**src/rtl/debounce_pkg.sv**
```systemverilog
// Shared types for the switch debouncer: FSM state encoding and a level-decode helper.
package debounce_pkg;

    typedef enum logic [2:0] {
        IDLE_LO = 3'd0,
        CHK_HI  = 3'd1,
        HELD_HI = 3'd2,
        LONG_HI = 3'd3,
        CHK_LO  = 3'd4
    } deb_state_t;

    // Debounced level implied by a state; CHK_LO still reports high until release is accepted.
    function automatic logic level_of(input deb_state_t st);
        logic lvl;
        lvl = 1'b0;
        case (st)
            HELD_HI, LONG_HI, CHK_LO: lvl = 1'b1;
            default:                  lvl = 1'b0;
        endcase
        return lvl;
    endfunction

endpackage : debounce_pkg

```
**src/rtl/sync_ff.sv**
```systemverilog
// Generic multi-stage synchroniser chain with asynchronous active-low reset.
module sync_ff #(
    parameter int unsigned STAGES = 2,
    parameter int unsigned W      = 1
) (
    input  logic         clk,
    input  logic         rst_n,
    input  logic [W-1:0] d_i,
    output logic [W-1:0] q_o
);

    logic [STAGES-1:0][W-1:0] chain_q;

    always_ff @(posedge clk or negedge rst_n) begin
        if (!rst_n) begin
            chain_q <= '0;
        end else begin
            chain_q <= {chain_q[STAGES-2:0], d_i};
        end
    end

    assign q_o = chain_q[STAGES-1];

endmodule : sync_ff

```
**src/rtl/switch_debouncer.sv**
```systemverilog
// Switch conditioner: synchronise the raw pin, filter bounce, emit a clean level
// plus registered rise/fall/long-press strobes.
module switch_debouncer
    import debounce_pkg::*;
#(
    parameter int unsigned SYNC_STAGES       = 2,
    parameter int unsigned DEBOUNCE_CYCLES   = 4,
    parameter int unsigned LONG_PRESS_CYCLES = 16
) (
    input  logic clk,
    input  logic rst,
    input  logic enable,
    input  logic switch_raw,
    output logic switch,
    output logic rise,
    output logic fall,
    output logic long_press
);

    localparam int unsigned CNT_W = $clog2(LONG_PRESS_CYCLES + 1);

    localparam logic [CNT_W-1:0] CNT_ZERO  = CNT_W'(0);
    localparam logic [CNT_W-1:0] CNT_ONE   = CNT_W'(1);
    localparam logic [CNT_W-1:0] DEB_LAST  = CNT_W'(DEBOUNCE_CYCLES - 1);
    localparam logic [CNT_W-1:0] LONG_LAST = CNT_W'(LONG_PRESS_CYCLES - 1);

    logic             s;
    deb_state_t       state_q, state_d;
    logic [CNT_W-1:0] cnt_q, cnt_d;
    logic             switch_q, switch_d;
    logic             rise_q, rise_d;
    logic             fall_q, fall_d;
    logic             long_q, long_d;

    sync_ff #(
        .STAGES (SYNC_STAGES),
        .W      (1)
    ) u_sync (
        .clk   (clk),
        .rst_n (rst),
        .d_i   (switch_raw),
        .q_o   (s)
    );

    // State, shared counter and all outputs are registered together.
    always_ff @(posedge clk or negedge rst) begin
        if (!rst) begin
            state_q  <= IDLE_LO;
            cnt_q    <= CNT_ZERO;
            switch_q <= 1'b0;
            rise_q   <= 1'b0;
            fall_q   <= 1'b0;
            long_q   <= 1'b0;
        end else begin
            state_q  <= state_d;
            cnt_q    <= cnt_d;
            switch_q <= switch_d;
            rise_q   <= rise_d;
            fall_q   <= fall_d;
            long_q   <= long_d;
        end
    end

    // Next-state logic; a disabled cycle leaves everything as-is so a due transition
    // is simply re-evaluated on the next enabled cycle.
    always_comb begin
        state_d = state_q;
        cnt_d   = cnt_q;
        rise_d  = 1'b0;
        fall_d  = 1'b0;
        long_d  = 1'b0;

        if (enable) begin
            case (state_q)
                IDLE_LO: begin
                    if (s) begin
                        state_d = CHK_HI;
                        cnt_d   = CNT_ONE;
                    end
                end
                CHK_HI: begin
                    if (!s) begin
                        state_d = IDLE_LO;
                        cnt_d   = CNT_ZERO;
                    end else if (cnt_q >= DEB_LAST) begin
                        state_d = HELD_HI;
                        cnt_d   = CNT_ZERO;
                        rise_d  = 1'b1;
                    end else begin
                        cnt_d = cnt_q + CNT_ONE;
                    end
                end
                HELD_HI: begin
                    if (!s) begin
                        state_d = CHK_LO;
                        cnt_d   = CNT_ONE;
                    end else if (cnt_q >= LONG_LAST) begin
                        state_d = LONG_HI;
                        long_d  = 1'b1;
                    end else begin
                        cnt_d = cnt_q + CNT_ONE;
                    end
                end
                LONG_HI: begin
                    // Counter parks at its saturation value; long_press cannot repeat here.
                    if (!s) begin
                        state_d = CHK_LO;
                        cnt_d   = CNT_ONE;
                    end
                end
                CHK_LO: begin
                    if (s) begin
                        state_d = HELD_HI;
                        cnt_d   = CNT_ZERO;
                    end else if (cnt_q >= DEB_LAST) begin
                        state_d = IDLE_LO;
                        cnt_d   = CNT_ZERO;
                        fall_d  = 1'b1;
                    end else begin
                        cnt_d = cnt_q + CNT_ONE;
                    end
                end
                default: begin
                    state_d = IDLE_LO;
                    cnt_d   = CNT_ZERO;
                end
            endcase
        end

        switch_d = level_of(state_d);
    end

    assign switch     = switch_q;
    assign rise       = rise_q;
    assign fall       = fall_q;
    assign long_press = long_q;

endmodule : switch_debouncer
```
**config.mk**
```make
export PLATFORM = sky130hd
export DESIGN_NAME = switch_debouncer
export DESIGN_NICKNAME = d
export VERILOG_FILES = /design/src/rtl/debounce_pkg.sv /design/src/rtl/sync_ff.sv /design/src/rtl/switch_debouncer.sv
export SDC_FILE = /design/constraint.sdc
export NUM_CORES = 1
export LEC_CHECK = 0
export CAP_MARGIN = 20
export CORE_MARGIN = 10
export CORE_UTILIZATION = 23
export CTS_BUF_LIST = sky130_fd_sc_hd__clkbuf_4 sky130_fd_sc_hd__clkbuf_8 sky130_fd_sc_hd__clkbuf_16
export DETAILED_ROUTE_END_ITERATION = 12
export PLACE_DENSITY = 0.49
export SETUP_SLACK_MARGIN = 0.1
export SLEW_MARGIN = 10
export SYNTH_ARGS = -nofsm -noshare
export SYNTH_HDL_FRONTEND = slang
export SYNTH_SLANG_ARGS = --single-unit
```
**constraint.sdc**
```tcl
create_clock -name clk -period 2.7 [get_ports clk]
set_input_delay 0.27 -clock clk [delete_from_list [all_inputs] [get_ports clk]]
set_output_delay 0.27 -clock clk [all_outputs]
set_load 0.05 [all_outputs]
```
Word level (Yosys, flattened, before mapping)
Index checks and enable logic that the tools add are counted.
Word-level totals
  bits in registers: 14
  latch bits: 0
  memory bits (writable): 0
  memory bits (read-only): 0
  input bits: 4
  output and inout bits: 4
  word-level logic and storage cells: 54
  memories kept: 0
Operators by class
  add/sub/neg operators: 1
  $mul: 0
  div/mod/pow operators: 0
  order comparisons: 2
  eq/ne operators: 10
  shift operators: 0
  muxes and demuxes: 30
  bitwise gates (word level): 0
  reductions and logical operators: 3
Operator list (count)
  5-bit 2-to-1 mux: 7
  3-bit 2-to-1 mux: 9
  5-bit one-hot mux with 5 select lines: 1
  3-bit one-hot mux with 5 select lines: 1
  3-bit by 2-bit == test with 1-bit output (second input constant): 4
  1-bit 2-to-1 mux: 12
  3-bit == test (second input constant): 2
  5-bit by 1-bit adder with 5-bit output (second input constant): 1
  5-bit by 2-bit greater-or-equal comparator with 1-bit output (second input constant): 1
  5-bit by 4-bit greater-or-equal comparator with 1-bit output (second input constant): 1
  4-bit AND reduction: 1
  3-bit by 1-bit == test with 1-bit output (second input constant): 1
  3-bit zero test: 1
  3-bit inequality test (second input constant): 1
  3-bit OR reduction: 1
  2-bit by 1-bit inequality test with 1-bit output (second input constant): 1
  2-bit inequality test (second input constant): 1

Logic depth before layout (Yosys ltp)
Gate-level depths: netlist of run 1.
  depth in word-level cells: 8
  depth in mapped cells: 8
  mapped depth without buffers: 8

Hierarchy
From an unflattened synthesis of run 1, not the netlist that was laid out.
Unflattened totals
  cell total of the unflattened synthesis: 83
  area, all modules: 769.5 µm²
Modules (own cells, without submodules)
  switch_debouncer: instances 1, cells an instance 81, area each 719.4 µm²
  sync_ff: instances 1, cells an instance 2, area each 50.0 µm²

Worst setup path after synthesis of run 1
No wires, ideal clock.
  kind: register to register
  start point: reg cnt_q[0]
  end point: reg cnt_q[2]
  library setup time: 0.066 ns
  data arrival time: 2.163 ns
  required time: 2.634 ns
  setup slack: 0.471 ns
  stages on the path, launching flop included: 9
  buffers on the path: 0
  clock period less this slack: 2.229 ns
  path through: dfrtp_1 -> ha_1 -> and3_1 -> ha_1 -> or3_1 -> o211ai_2 -> nand3_2 -> or4b_1 -> nand2_1
Between the ends
  longest elaborated chain between the ends: 4
RTL lines
  start: declaration: line switch_debouncer.sv:29  | logic [CNT_W-1:0] cnt_q, cnt_d;
  start signal: assignment: line switch_debouncer.sv:56  | cnt_q <= cnt_d;
  5-bit by 1-bit adder with 5-bit output or 5-bit by 2-bit greater-or-equal comparator with 1-bit output (tied branches)
  5-bit 2-to-1 mux (on tied branches): line switch_debouncer.sv:85, switch_debouncer.sv:115, switch_debouncer.sv:97
  5-bit 2-to-1 mux (on tied branches): line switch_debouncer.sv:112, switch_debouncer.sv:82, switch_debouncer.sv:94
  5-bit one-hot mux with 5 select lines: line switch_debouncer.sv:74  | case (state_q)
Several ways; a longest one is shown, not always the timed one. The select of a mux whose other input is x is not followed.
A chain may end at the register's enable or synchronous reset.

Worst setup path after layout of run 1
Same ends and word-level chain as after synthesis.

==> results of run 1 <==
[worst register-to-register path: stages (launching register included)]
cell and delay (ns):
dfrtp_1 0.44, ha_1 0.28, and3_1 0.17, ha_1 0.18, or3_1 0.32, o211ai_2 0.16, nand3_2 0.18, or4b_1 0.52
nand2_1 0.08
[final cells by class]
type	instances	share of cell area, %
sequential	14	38.1
tap	46	6.27
clock buffer	4	3.95
inverter	3	1.23
timing repair buffer	7	7.63
multi-input combinational	64	42.8
[per-stage QoR]
stage,std cells,cell area [µm²],power (mW),worst slack (ns)
global route,138,918,0.859,0.161
CTS,138,918,0.798,0.300
finish,138,918,0.791,0.327
detailed placement,134,882,0.639,0.311
floorplan,85,777,0.571,0.471
global placement,134,882,0.638,0.366
[cell families (layout without fill, tap and decap cells)]
| kind of cell | after synthesis | after routing | synth area share (%) |
|---|---|---|---|
| and+or+nand+nor | 39 | 39 | 27.5 |
| AOI/OAI and AO/OA | 23 | 23 | 19.8 |
| DFF | 14 | 14 | 45.1 |
| buffers and inverters | 7 | 14 | 4.35 |
| adders and majority gates | 2 | 2 | 3.22 |
[worst max path at each step]
stage / start / to / slack (ns) / depth (start not counted)
after floorplan: cnt_q[0]$_DFFE_PN0P_ / cnt_q[2]$_DFFE_PN0P_ / 0.47 / 8
after global placement: cnt_q[0]$_DFFE_PN0P_ / cnt_q[2]$_DFFE_PN0P_ / 0.37 / 8
after detailed placement: cnt_q[0]$_DFFE_PN0P_ / cnt_q[2]$_DFFE_PN0P_ / 0.31 / 8
after CTS: cnt_q[0]$_DFFE_PN0P_ / cnt_q[2]$_DFFE_PN0P_ / 0.30 / 8
after global routing: cnt_q[0]$_DFFE_PN0P_ / cnt_q[2]$_DFFE_PN0P_ / 0.16 / 8
final: cnt_q[0]$_DFFE_PN0P_ / cnt_q[2]$_DFFE_PN0P_ / 0.33 / 8
[power groups by stage]
stage,clock network (mW),logic [mW],registers [mW]
3_5_place_dp,0,0.313,0.325
3_3_place_gp,0,0.314,0.323
4_1_cts,0.162,0.315,0.321
2_1_floorplan,0,0.260,0.311
5_1_grt,0.172,0.353,0.333
6_report,0.154,0.312,0.325
[layer usage]
layer  up-vias  part of all wire, %  global-route usage [%]  routed length [µm]
li1        322                    -                       -                   -
met1       303                   45                    7.00                 748
met2        19                   47                    8.47                 780
met3         4                  6.1                    2.73                 102
met4         0                  2.3                    3.76                  38
met5         -                    0                       0                   0
[sequential cells by signal (all words and copies together), names as in the netlist]
register / count
fall: 1
rise: 1
u_sync.chain_q: 1
cnt_q: 5
u_sync.q_o: 1
long_press: 1
state_q: 3
switch: 1
[placed cells by master, fill, tap and decap left out]
cell | Yosys | final
dfrtp_1 | 14 | 14
nand2_1 | 13 | 13
nor2_1 | 7 | 7
clkdlybuf4s50_1 | 0 | 7
a31oi_1 | 5 | 5
o21ai_0 | 5 | 5
nor2b_1 | 4 | 4
nor3_1 | 4 | 4
a21oi_1 | 4 | 4
inv_1 | 3 | 3
clkbuf_4 | 0 | 3
o22ai_1 | 2 | 2
nand3_1 | 2 | 2
ha_1 | 2 | 2
and3_1 | 1 | 1
nor4_4 | 1 | 1
and2b_1 | 1 | 1
o32a_1 | 1 | 1
o21a_1 | 1 | 1
and4_1 | 1 | 1
a221o_1 | 1 | 1
nor3b_1 | 1 | 1
or3_1 | 1 | 1
o211ai_2 | 1 | 1
nand3_2 | 1 | 1
nand2b_1 | 1 | 1
a32oi_1 | 1 | 1
o31ai_1 | 1 | 1
o41ai_1 | 1 | 1
or4b_1 | 1 | 1
clkbuf_8 | 0 | 1
==> results.toml, run 1 <==
[cells_and_area]
drive_above_1_share_pct = 7.61
multi_input_area_um2 = 393
fillers = 365
area_growth_pct = 18.2
fin_nets = 99
num_antenna_cells = 0
regArea_um2 = 350
fin_util_pct = 27.7

[logic_synthesis]
ys_types = 30
syn-cell-area_um2 = 777
netlist_instances = 85
synthTopCellsByCount = "14 x dfrtp_1, 13 x nand2_1, 7 x nor2_1"
syn_avg_cell_area_um2 = 9.14
synthArstFlopShare_pct = 100
synthTopCellsByArea = "dfrtp_1 45%, nand2_1 6.3%, a31oi_1 4.0%"
ys_ff_latch = 14
synthFlopType = "dfrtp_1"
seq_area_frac_synth_pct = 45.1
synth_top_area_share_pct = 45.1
yosysWarnings = 0
syn-num-nets = 91
synth_edf_count = 0
synth_most_common_cell = "dfrtp_1"
yosys.area.top_type = "dfrtp_1"

[worst_setup_path]
startpoint_type = "flip-flop"
critPathMaxStageDelay_ns = 0.52
crit_arrival_ns = 2.61
reg2reg_depth = 8
crit_top_cell = "ha_1"
r2r_start = "cnt_q[0]$_DFFE_PN0P_"
path_buf_inv = 0
critPathKind = "reg2reg"
cp_top_family = "simple AND/OR/NAND/NOR gates"
reg2reg_slack_ns = 0.33
crit_path_top_delay_cell = "or4b_1"
r2r-end = "cnt_q[2]$_DFFE_PN0P_"
cp.required_ns = 2.94
path_cells = "ha_1 -> and3_1 -> ha_1 -> or3_1 -> o211ai_2 -> nand3_2 -> or4b_1 -> nand2_1"
cp_max_fo = 10
endpoint_kind = "flip-flop"

[sta]
fmax_mhz = 421
timing.final.crit_share_pct = 87.9
fin_hold_ws_ns = 0.354
period_needed_ns = 2.37
rsz0062_at_grt = "false"
tightest_slew_ns = 0.640
hold_viol = 0
tns_ns = 0
setup_viol = 0
clock_skew_ns = 0.0128
drv_slew = 0
max_slew_margin_pct = 57.2

[clock_network]
numCtsBuffers = 3
cts_htree_levels = 1
post_cts_resize_count = 0
cts_hold_buf = 0
clock_path_buffers = 2
cts_root_buf = "clkbuf_4"
cts_setup_buffers = 0
cts.sinks = 14
clk_latency_ns = 0.29
path_clk_slew_ns = 0.09
cts_tree = "done"

[hold_path]
hold_depth = 0
min_from = "u_sync.chain_q[0]$_DFF_PN0_"
hp-class = "reg2reg"
hold_path_end = "u_sync.q_o$_DFF_PN0_"

[floorplan]
fp-row-count = 21
initial_utilization_pct = 23.5
die_x_um = 78.1
die_y_um = 78.1
io_pins = 8
core_um2 = 3310
die_area_um2 = 6100

[routing]
drt_iter0_drc = 81
drc = 0
routedWlPerCell_um = 12.1
routed_wl_um = 1670
drt.antenna.violating_nets = 0
vias_per_cell = 4.70
vias = 648
firstDrtPassIters = 4

[global_routing]
grt_max_degree = 15
grt_util_all_layers_pct = 5.93
grt_pass1_wl_um = 2930
grt_pass1_vias = 622
antenna_found_initial = 0
grt-ovfl-total = 0

[pwr]
netSwitchingFraction_pct = 41.7
leakage_nw = 0.386
seqPwrFrac_pct = 41.1
p_int_uw = 462
powerDensity_nw_per_um2 = 861
p_comb_share_pct = 39.4
power_switching_uw = 330
max-vdd-ir-drop_v = 0.000226
clockPowerShare_pct = 19.5

[run_status]
status = "finished clean"

[run]
maxCapViolCount = 0

[place]
io_buffers = 7
hpwlAfterDp_um = 1220
gp_congestion = 0.844
Power figures use the tool's default switching activity.
==> inputs of run 2 (changes only) <==
--- a/config.mk
+++ b/config.mk
@@ -5,12 +5,14 @@
 export SDC_FILE = /design/constraint.sdc
 export NUM_CORES = 1
 export LEC_CHECK = 0
-export CAP_MARGIN = 20
+export CELL_PAD_IN_SITES_DETAIL_PLACEMENT = 0
+export CELL_PAD_IN_SITES_GLOBAL_PLACEMENT = 1
 export CORE_MARGIN = 10
 export CORE_UTILIZATION = 23
 export CTS_BUF_LIST = sky130_fd_sc_hd__clkbuf_4 sky130_fd_sc_hd__clkbuf_8 sky130_fd_sc_hd__clkbuf_16
 export DETAILED_ROUTE_END_ITERATION = 12
-export PLACE_DENSITY = 0.49
+export GPL_ROUTABILITY_DRIVEN = 0
+export PLACE_DENSITY = 0.57
 export SETUP_SLACK_MARGIN = 0.1
 export SLEW_MARGIN = 10
 export SYNTH_ARGS = -nofsm -noshare
==> run 2 against run 1 <==
Compared with the run above:
- cell count did not move
- final area did not move
- sequential power fell by 1%
- wire length rose by 2.6%
- non-clock buffer count did not move
- die area did not move
- total power rose by 0.25%
==> results.toml, run 2 (same netlist as run 1, synthesis figures left out) <==
[run_status]
status = "finished clean"

[worst_setup_path]
startpoint_type = "flip-flop"
critPathKind = "reg2reg"
crit_arrival_ns = 2.64
endpoint_kind = "flip-flop"
cp.required_ns = 2.93
cp_max_fo = 10
reg2reg_depth = 8

[routing]
vias = 656
routed_wl_um = 1710
vias_per_cell = 4.75
drt.antenna.violating_nets = 0
drt_iter0_drc = 55
firstDrtPassIters = 4
routedWlPerCell_um = 12.4
drc = 0

[clock_network]
cts_hold_buf = 0
path_clk_slew_ns = 0.09
cts_tree = "done"
numCtsBuffers = 3
cts_htree_levels = 1
clk_latency_ns = 0.29
cts_setup_buffers = 0
post_cts_resize_count = 0
cts_root_buf = "clkbuf_4"
cts.sinks = 14
clock_path_buffers = 2

[pwr]
leakage_nw = 0.386
powerDensity_nw_per_um2 = 864
max-vdd-ir-drop_v = 0.000156
p_total_uw = 793

[floorplan]
die_x_um = 78.1
initial_utilization_pct = 23.5
die_y_um = 78.1
fp-row-count = 21
io_pins = 8
die_area_um2 = 6100
core_um2 = 3310

[sta]
drv_slew = 0
setup_viol = 0
period_needed_ns = 2.41
tns_ns = 0
clock_skew_ns = 0.00307
tightest_slew_ns = 0.650
rsz0062_at_grt = "false"
hold_viol = 0
fmax_mhz = 415
max_slew_margin_pct = 56.6
timing.final.crit_share_pct = 89.2

[hold_path]
hp-class = "reg2reg"
hold_depth = 0

[global_routing]
grt_pass1_vias = 588
grt-ovfl-total = 0
antenna_found_initial = 0
grt_util_all_layers_pct = 5.74
grt_max_degree = 15
grt_pass1_wl_um = 2820

[cells_and_area]
mostFrequentLayoutCell = "dfrtp_1"
design_area_um2 = 918
regArea_um2 = 350
fillers = 376
drive_above_1_share_pct = 7.61
multi_input_area_um2 = 393
area_growth_pct = 18.2
fin_nets = 99
num_antenna_cells = 0
final_cell_mix = "14 x dfrtp_1, 13 x nand2_1, 7 x nor2_1, 7 x clkdlybuf4s50_1"
instances_no_fill = 138
largest_reg_flops = 5
largest_registers = "cnt_q x5, state_q x3"
regMostFlops = "cnt_q"

[place]
hpwlAfterDp_um = 1240
io_buffers = 7
placed_area_um2 = 882
dpl.cell_count = 134

[run]
maxCapViolCount = 0
run 2: cell counts in the layout (fill, tap and decap cells not counted):
Identical to the previous run, type by type.
run 2: path summary, 6_finish.rpt:
path	startpoint	endpoint	slack (ns)
setup / recovery	cnt_q[0]$_DFFE_PN0P_	cnt_q[2]$_DFFE_PN0P_	0.29
hold / removal	u_sync.chain_q[0]$_DFF_PN0_	u_sync.q_o$_DFF_PN0_	0.36
setup reg to reg	cnt_q[0]$_DFFE_PN0P_	cnt_q[2]$_DFFE_PN0P_	0.29
hold reg to reg	u_sync.chain_q[0]$_DFF_PN0_	u_sync.q_o$_DFF_PN0_	0.36
max in group asynchronous	rst	u_sync.chain_q[0]$_DFF_PN0_	1.91
min in group asynchronous	rst	long_press$_DFF_PN0_	0.37
run 2: routing by layer:
metal	GRT usage, %	wire length (µm)	vias to the layer above
met2	7.57	708	18
li1	-	-	327
met1	7.48	881	306
met3	1.59	58	5
met5	0	0	-
met4	4.84	63	0
run 2: stage by stage:
step	hold WS, ns	worst slack (ns)	utilization [%]
after floorplan	-0.0256	0.471	-
after global placement	0.336	0.360	26.6
after detailed placement	0.340	0.322	26.6
after CTS	0.361	0.288	27.7
after global routing	0.377	0.155	27.7
final	0.358	0.293	27.7
run 2: final cells by class:
class	count	area share, %
clock buffer	4	3.95
inverter	3	1.23
multi-input combinational	64	42.8
sequential	14	38.1
tap	46	6.27
timing repair buffer	7	7.63
run 2: critical path: stages, from the launching register on:
cell      delay [ns]
dfrtp_1         0.45
ha_1            0.29
and3_1          0.17
ha_1            0.18
or3_1           0.32
o211ai_2        0.15
nand3_2         0.19
or4b_1          0.51
nand2_1         0.08
run 2: where the power goes:
part / internal [mW] / switching [mW] / leakage [nW]
registers: 0.249 / 0.0721 / 0.183
logic: 0.130 / 0.187 / 0.182
clock network: 0.0822 / 0.0725 / 0.0210
